**config.mk**
```make
export PLATFORM = sky130hd
export DESIGN_NAME = controller_sequencer_flat
export DESIGN_NICKNAME = d
export VERILOG_FILES = /design/src/rtl/controller_sequencer_if.sv /design/src/rtl/controller_sequencer.sv /design/src/flat_wrapper.sv
export SDC_FILE = /design/constraint.sdc
export NUM_CORES = 1
export LEC_CHECK = 0
export CAP_MARGIN = 40
export CORE_AREA = 10 10 47 49
export CTS_BUF_LIST = sky130_fd_sc_hd__clkbuf_4 sky130_fd_sc_hd__clkbuf_8
export CTS_CLUSTER_SIZE = 16
export DETAILED_ROUTE_END_ITERATION = 16
export DIE_AREA = 0 0 57 59
export GPL_ROUTABILITY_DRIVEN = 0
export PLACE_DENSITY = 0.81
export SLEW_MARGIN = 20
export SYNTH_ARGS = -nofsm -noshare
export SYNTH_HDL_FRONTEND = slang
export SYNTH_SLANG_ARGS = --single-unit
```
**constraint.sdc**
```tcl
create_clock -name CLK -period 2 [get_ports CLK]
set_input_delay 0.4 -clock CLK [delete_from_list [all_inputs] [get_ports CLK]]
set_output_delay 0.4 -clock CLK [all_outputs]
set_load 0.01 [all_outputs]
```
**src/rtl/controller_sequencer_if.sv**
```systemverilog
// Control-word bundle between the SAP controller-sequencer and the datapath it steers.
// The sequencer drives the strobes, ring state and halt flag, and receives the IR opcode nibble.
interface controller_sequencer_if;
   logic [3:0] opcode;
   logic       Cp;
   logic       Ep;
   logic       Lm;
   logic       Er;
   logic       Li;
   logic       Ei;
   logic       La;
   logic       Ea;
   logic       Lb;
   logic       Su;
   logic       Eu;
   logic       Lo;
   logic       HLT;
   logic [5:0] tstate;

   modport master (
      input  opcode,
      output Cp, Ep, Lm, Er, Li, Ei, La, Ea, Lb, Su, Eu, Lo, HLT, tstate
   );

   modport slave (
      output opcode,
      input  Cp, Ep, Lm, Er, Li, Ei, La, Ea, Lb, Su, Eu, Lo, HLT, tstate
   );
endinterface

```
**src/rtl/controller_sequencer.sv**
```systemverilog
// SAP-1 controller-sequencer: a six-state one-hot ring (T1..T6) plus the opcode decode that
// produces the control word. Control strobes are combinational from ring state and opcode.
module controller_sequencer (
   input  logic                   CLK,
   input  logic                   CLR_n,
   controller_sequencer_if.master bus
);
   localparam logic [3:0] OP_LDA = 4'b0000;
   localparam logic [3:0] OP_ADD = 4'b0001;
   localparam logic [3:0] OP_SUB = 4'b0010;
   localparam logic [3:0] OP_OUT = 4'b1110;
   localparam logic [3:0] OP_HLT = 4'b1111;

   typedef enum logic [5:0] {
      T1 = 6'b000001,
      T2 = 6'b000010,
      T3 = 6'b000100,
      T4 = 6'b001000,
      T5 = 6'b010000,
      T6 = 6'b100000
   } tstate_e;

   tstate_e     state_q;
   tstate_e     state_d;
   logic        halted_q;
   logic        halted_d;
   // Control word order: Cp Ep Lm Er Li Ei La Ea Lb Su Eu Lo
   logic [11:0] ctl_s;

   // Ring and halt flag registers.
   always_ff @(posedge CLK or negedge CLR_n) begin
      if (!CLR_n) begin
         state_q  <= T1;
         halted_q <= 1'b0;
      end else begin
         state_q  <= state_d;
         halted_q <= halted_d;
      end
   end

   // Next ring state. A halt leaves the ring parked on T5, the state after the edge ending T4.
   always_comb begin
      state_d  = state_q;
      halted_d = halted_q;
      if (!halted_q) begin
         case (state_q)
            T1: state_d = T2;
            T2: state_d = T3;
            T3: state_d = T4;
            T4: begin
               state_d = T5;
               if (bus.opcode == OP_HLT) begin
                  halted_d = 1'b1;
               end else begin
                  halted_d = 1'b0;
               end
            end
            T5: state_d = T6;
            T6: state_d = T1;
            default: state_d = T1;
         endcase
      end else begin
         state_d = state_q;
      end
   end

   // Control-word decode; everything is silenced while in reset or halted.
   always_comb begin
      ctl_s = 12'b0000_0000_0000;
      if (CLR_n && !halted_q) begin
         case (state_q)
            T1: ctl_s = 12'b0110_0000_0000;
            T2: ctl_s = 12'b1000_0000_0000;
            T3: ctl_s = 12'b0001_1000_0000;
            T4: begin
               case (bus.opcode)
                  OP_LDA, OP_ADD, OP_SUB: ctl_s = 12'b0010_0100_0000;
                  OP_OUT:                 ctl_s = 12'b0000_0001_0001;
                  default:                ctl_s = 12'b0000_0000_0000;
               endcase
            end
            T5: begin
               case (bus.opcode)
                  OP_LDA:         ctl_s = 12'b0001_0010_0000;
                  OP_ADD, OP_SUB: ctl_s = 12'b0001_0000_1000;
                  default:        ctl_s = 12'b0000_0000_0000;
               endcase
            end
            T6: begin
               case (bus.opcode)
                  OP_ADD:  ctl_s = 12'b0000_0010_0010;
                  OP_SUB:  ctl_s = 12'b0000_0010_0110;
                  default: ctl_s = 12'b0000_0000_0000;
               endcase
            end
            default: ctl_s = 12'b0000_0000_0000;
         endcase
      end else begin
         ctl_s = 12'b0000_0000_0000;
      end
   end

   assign {bus.Cp, bus.Ep, bus.Lm, bus.Er, bus.Li, bus.Ei,
           bus.La, bus.Ea, bus.Lb, bus.Su, bus.Eu, bus.Lo} = ctl_s;
   assign bus.HLT    = halted_q & CLR_n;
   assign bus.tstate = state_q;
endmodule
```
**src/flat_wrapper.sv**
```systemverilog
// flat-port wrapper written by rule: the top's interface ports become plain ports
module controller_sequencer_flat 
  (CLK, CLR_n, bus_opcode, bus_Cp, bus_Ep, bus_Lm, bus_Er, bus_Li, bus_Ei, bus_La, bus_Ea, bus_Lb, bus_Su, bus_Eu, bus_Lo, bus_HLT, bus_tstate);
  controller_sequencer_if bus_i ();
  input  logic CLK;
  input  logic CLR_n;
  input wire logic [$bits(bus_i.opcode)-1:0] bus_opcode;
  output wire logic [$bits(bus_i.Cp)-1:0] bus_Cp;
  output wire logic [$bits(bus_i.Ep)-1:0] bus_Ep;
  output wire logic [$bits(bus_i.Lm)-1:0] bus_Lm;
  output wire logic [$bits(bus_i.Er)-1:0] bus_Er;
  output wire logic [$bits(bus_i.Li)-1:0] bus_Li;
  output wire logic [$bits(bus_i.Ei)-1:0] bus_Ei;
  output wire logic [$bits(bus_i.La)-1:0] bus_La;
  output wire logic [$bits(bus_i.Ea)-1:0] bus_Ea;
  output wire logic [$bits(bus_i.Lb)-1:0] bus_Lb;
  output wire logic [$bits(bus_i.Su)-1:0] bus_Su;
  output wire logic [$bits(bus_i.Eu)-1:0] bus_Eu;
  output wire logic [$bits(bus_i.Lo)-1:0] bus_Lo;
  output wire logic [$bits(bus_i.HLT)-1:0] bus_HLT;
  output wire logic [$bits(bus_i.tstate)-1:0] bus_tstate;
  assign bus_i.opcode = bus_opcode;
  assign bus_Cp = bus_i.Cp;
  assign bus_Ep = bus_i.Ep;
  assign bus_Lm = bus_i.Lm;
  assign bus_Er = bus_i.Er;
  assign bus_Li = bus_i.Li;
  assign bus_Ei = bus_i.Ei;
  assign bus_La = bus_i.La;
  assign bus_Ea = bus_i.Ea;
  assign bus_Lb = bus_i.Lb;
  assign bus_Su = bus_i.Su;
  assign bus_Eu = bus_i.Eu;
  assign bus_Lo = bus_i.Lo;
  assign bus_HLT = bus_i.HLT;
  assign bus_tstate = bus_i.tstate;
  controller_sequencer u_core (.CLK(CLK), .CLR_n(CLR_n), .bus(bus_i));
endmodule
```
======== Yosys cells after proc, flatten, opt, wreduce, memory -nomap -nowiden ========
Index checks and enable logic that the tools add are counted.
storage, ports and cells
  word-level logic and storage cells ...... 27
  bits of input ports ..................... 6
  output and inout bits ................... 19
  register bits after elaboration ......... 7
operators by class
  reduce and logical (&&, ||, !) cells .... 5
  bitwise logic cells ..................... 1
  multiplexer cells ....................... 9
  eq/ne operators ......................... 10
operator list
  operator                                        count
  one-hot mux 12 bit (6 select lines)             1
  one-hot mux 6 bit (5 select lines)              1
  one-hot mux 10 bit (2 select lines)             1
  one-hot mux 9 bit (2 select lines)              1
  two-way mux 12 bit                              1
  one-hot mux 6 bit (2 select lines)              1
  == test 4 bit (second input constant)           2
  == test 6 x 1 -> 1 bit (second input constant)  1
  == test 6 x 2 -> 1 bit (second input constant)  1
  == test 6 x 3 -> 1 bit (second input constant)  1
  == test 6 x 4 -> 1 bit (second input constant)  1
  == test 6 x 5 -> 1 bit (second input constant)  1
  == test 6 bit (second input constant)           1
  == test 4 x 1 -> 1 bit (second input constant)  1
  == test 4 x 2 -> 1 bit (second input constant)  1
  logical NOT 4 bit                               1
  two-way mux 1 bit                               3
  OR reduction 3 bit                              1
  OR reduction 2 bit                              1
  bitwise AND 1 bit                               1
  logical AND 1 bit                               1
  logical NOT 1 bit                               1

======== Depth between registers and ports, before layout ========
  depth after elaboration ................. 5
  gate-level depth with buffers ........... 5
  depth with buffers taken out ............ 4

======== Worst setup path before layout ========
Ideal clock, no wire load.
  path type ............................... register -> output
  start point ............................. reg u_core.state_q[4] (netlist: u_core.bus.tstate[4])
  end point ............................... out bus_Lo
  cell stages (with the launch flop) ...... 5
  buffers on the path ..................... 1
  slack ................................... 0.034 ns
  data required time ...................... 1.600 ns
  data arrival time ....................... 1.566 ns
  cell sequence ........................... dfrtp_1 nor4_1 nand3b_1 nor3_1 buf_4
between the ends
  longest elaborated chain between the ends .. 3
ends and longest elaborated chain
  item                                         RTL line                    text
  start, declared                              controller_sequencer.sv:23  tstate_e state_q;
  start signal, assigned                       controller_sequencer.sv:36  state_q <= state_d;
  == test 6 bit, or another cell as far along  controller_sequencer.sv:71  case (state_q)
  one-hot mux 12 bit (6 select lines) *        controller_sequencer.sv:71
  two-way mux 12 bit *                         controller_sequencer.sv:70  if (CLR_n && !halted_q) begin
  end, declared                                flat_wrapper.sv:19          output wire logic [$bits(bus_i.Lo)-1:0] bus_Lo;
Mark *: on every way between the ends. The rest lies on a longest branch, timed or not.

======== Worst setup path in the final report ========
  start point ............................. reg u_core.state_q[4] (netlist: u_core.bus.tstate[4])
  end point ............................... out bus_Lm
between the ends
  longest elaborated chain between the ends .. 3
ends and longest elaborated chain
  item                                         RTL line                    text
  == test 6 bit, or another cell as far along  controller_sequencer.sv:71
  one-hot mux 12 bit (6 select lines) *        controller_sequencer.sv:71
  two-way mux 12 bit *                         controller_sequencer.sv:70
  end, declared                                flat_wrapper.sv:10          output wire logic [$bits(bus_i.Lm)-1:0] bus_Lm;
Marks and branches as above.

==> summary.json <==
{
  "fin_nets": 127,
  "synth_net_count": 70,
  "relSlewSlack_pct": 80.6,
  "max_slew.worst_pin.slew_ps": 288,
  "drt-pass1-iter-count": 4,
  "post-route-min-period_ps": 2130,
  "dieWidth_um": 57,
  "layout-drive-gt1-share_pct": 53.3,
  "area_growth_pct": 107,
  "cts_root_buffer": "sky130_fd_sc_hd__clkbuf_4",
  "worst_hold_path_type": "input port to async pin",
  "synth_cells": 64,
  "synthXorXnorAreaFrac_pct": 1.73,
  "p_leak_nw": 0.494,
  "floorplan.initialDensity_pct": 36.1,
  "rrSetupSlack_ps": 290,
  "netlist_area_sq_um": 505,
  "cts_h_tree_depth": 1,
  "synthesis.yosys.warnings": 0,
  "hold_ws_ps": 99.9,
  "number_of_cts_inserted_buffers": 3,
  "synth_compound_area_share_pct": 17.1,
  "count_of_boundary_i_o_pins": 25,
  "clock-skew-final_ps": 1.63,
  "crit_reg_reg_startpoint": "u_core.bus.tstate[5]",
  "synthMuxAreaShare_pct": 1.98,
  "fmax_ghz": 0.470,
  "finish.instance_area_sq_um": 1050,
  "reg2reg_depth": 8,
  "layout_worst_path_cycle_share_pct": 106,
  "row_count": 14,
  "violations": "setup timing",
  "synth_top_family_by_area": "simple AND/OR/NAND/NOR gates",
  "seq_area_frac_synth_pct": 34.9,
  "numClockSinks": 7,
  "dp.final_hpwl_um": 1490,
  "floorplan.core_area_sq_um": 1400,
  "global_route.usage.total_pct": 13.5,
  "setup_viol": 7,
  "tritoncts": "built",
  "postRouteWirelength_um": 2230,
  "synthesized_area_divided_by_synthesized_cell_count_sq_um": 7.90,
  "worst_setup_path_start_kind": "register",
  "rsz0062_at_grt": "yes",
  "largest_buffer_count_on_any_clock_path": 2,
  "powerDensity_nw_per_um2": 305,
  "max-vdd-ir-drop_v": 0.000324,
  "io_buffers": 24,
  "dpl-instance-area_sq_um": 933,
  "critical_path.reg2reg.endpoint": "u_core.bus.tstate[0]",
  "maxCapViolCount": 0,
  "worstSetupEndpointType": "output pin",
  "placed_cells": 125,
  "detail_route.drc_violations": 0,
  "placement.setup.worst_slack_ps": -492,
  "grt_start_max_net_pins": 14,
  "cp_data_required_time_ps": 1600,
  "first_pass_grt_wire_length_um": 3630,
  "drt.antenna.violating_nets": 0,
  "via_count": 713,
  "clk_latency_ps": 250,
  "globalRoute.totalOverflow": 0,
  "first_global_vias": 772,
  "status": "finished, violations left",
  "synth_simple_gate_area_share_pct": 39.6,
  "timing.critical_path.fanout_max": 4,
  "final_hold_viols": 0,
  "criticalPathCategory": "register to output pin",
  "first_iter_violations": 18,
  "synth-seq-cells": 7,
  "routed_wire_length_per_instance_um": 16.4,
  "arrival_ps": 1730,
  "floorplan.die_area_sq_um": 3360,
  "postLayoutSetupSlackWorst_ps": -127,
  "timing.final.max_slew_violations": 0,
  "insertedDiodeCount": 0,
  "post_synth_num_cell_types": 26,
  "drt-vias-per-instance": 5.24,
  "clkTransAtPathRegs_ps": 50,
  "instances_no_fill": 136,
  "floorplan.die.height_um": 59,
  "synth_fa_ha_area_share_pct": 0,
  "initial_antenna_violation_count": 0
}
-- how the worst max path moves through the flow --
stage	from	end	slack [ps]	cells past startpoint
after detailed placement	bus_opcode[1]	bus_Lo	-490	5
final	u_core.bus.tstate[4]	bus_Lm	-130	6
after global placement	bus_opcode[1]	bus_Ea	-450	5
after global routing	u_core.bus.tstate[3]	bus_La	-200	5
after CTS	u_core.bus.tstate[3]	bus_Lm	-120	6
after floorplan	u_core.bus.tstate[4]	bus_Lo	30	4
-- critical path, stage by stage (launching register included) --
cell and delay (ps):
sky130_fd_sc_hd__dfrtp_2 460, sky130_fd_sc_hd__nor4_4 300, sky130_fd_sc_hd__buf_4 160, sky130_fd_sc_hd__nand3b_1 140, sky130_fd_sc_hd__buf_6 170, sky130_fd_sc_hd__o22ai_2 90
sky130_fd_sc_hd__buf_2 160
-- what timing repair did --
item / 4_1_cts / 5_1_grt
pin swaps: 8 / 9
setup endpoints to repair: 13 / 11
hold buffers: 0 / 0
gates resized for setup: 62 / 12
setup buffers: 7 / 3
-- power breakdown --
group          switching (mW)  total (mW)  internal (mW)
Sequential                  0       0.142          0.142
Clock                  0.0516       0.141         0.0896
Combinational          0.0154      0.0358         0.0204
-- layout make-up --
cell class,count,area (sq um)
Tap cell,16,20.0
Inverter,1,3.75
Fill cell,99,355
Timing Repair Buffer,56,439
Multi-Input combinational cell,52,373
Sequential cell,7,180
Clock buffer,4,30.0
-- layer usage --
metal / routed length [um] / up-vias / GRT usage [%] / share of wire (%)
met4: 0 / 0 / 4.70 / 0
li1: - / 344 / - / -
met2: 1100 / 44 / 24.0 / 49
met3: 250 / 0 / 6.22 / 11
met1: 879 / 325 / 13.6 / 39
met5: 0 / - / 0 / 0
-- flip-flops by register name (all words and copies together), names as in the netlist --
register	flops
u_core.bus.tstate	6
u_core.halted_q	1
-- cells by family (layout without fill, tap and decap cells) --
group           after synthesis  after routing
simple gates                 35             35
compound gates               15             15
flops                         7              7
buf+inv                       5             61
xor+xnor                      1              1
mux                           1              1
-- stage by stage --
step | utilization, % | TNS [ps] | total power [mW]
3_3_place_gp | 66.6 | -4280 | 0.175
2_1_floorplan | - | 0 | 0.149
3_5_place_dp | 66.6 | -4680 | 0.176
5_1_grt | 74.6 | -1330 | 0.334
6_report | 74.6 | -534 | 0.319
4_1_cts | 72.8 | -495 | 0.319
-- cell usage after synthesis --
| master | instances | area share [%] |
|---|---|---|
| sky130_fd_sc_hd__dfrtp_1 | 6 | 30 |
| sky130_fd_sc_hd__o22ai_1 | 3 | 3.7 |
| sky130_fd_sc_hd__nor2b_1 | 2 | 2.5 |
| sky130_fd_sc_hd__nand3b_2 | 1 | 2.2 |
| sky130_fd_sc_hd__or3_1 | 1 | 1.2 |
| sky130_fd_sc_hd__nor4_1 | 3 | 3.7 |
| sky130_fd_sc_hd__mux2i_1 | 1 | 2.0 |
| sky130_fd_sc_hd__nor3_1 | 3 | 3.0 |
| sky130_fd_sc_hd__o21ai_0 | 8 | 7.9 |
| sky130_fd_sc_hd__a21oi_1 | 1 | 0.99 |
| sky130_fd_sc_hd__nand3_1 | 1 | 0.99 |
| sky130_fd_sc_hd__clkbuf_1 | 2 | 1.5 |
| sky130_fd_sc_hd__nor2_1 | 7 | 5.2 |
| sky130_fd_sc_hd__inv_1 | 1 | 0.74 |
| sky130_fd_sc_hd__nand3b_1 | 5 | 7.4 |
| sky130_fd_sc_hd__buf_2 | 1 | 0.99 |
| sky130_fd_sc_hd__buf_4 | 1 | 1.5 |
| sky130_fd_sc_hd__a21boi_1 | 1 | 1.5 |
| sky130_fd_sc_hd__nor4_4 | 1 | 4.2 |
| sky130_fd_sc_hd__nand2b_1 | 1 | 1.2 |
| sky130_fd_sc_hd__dfstp_2 | 1 | 5.2 |
| sky130_fd_sc_hd__xor2_1 | 1 | 1.7 |
| sky130_fd_sc_hd__o21bai_1 | 1 | 1.5 |
| sky130_fd_sc_hd__and2_1 | 1 | 1.2 |
| sky130_fd_sc_hd__nand2_1 | 9 | 6.7 |
| sky130_fd_sc_hd__o31ai_1 | 1 | 1.5 |
-- placed cells by master (no fill, tap or decap), drive strengths merged, types with 2 or more instances in the layout --
master / instances
dfrtp: 6
dlymetal6s2s: 2
nand2: 9
clkdlybuf4s50: 9
nor2b: 2
buf: 43
nand3b: 6
nor2: 7
nor4: 4
o22ai: 3
nor3: 3
clkbuf: 5
o21ai: 8
No activity file was read; power rests on OpenSTA's default activity.
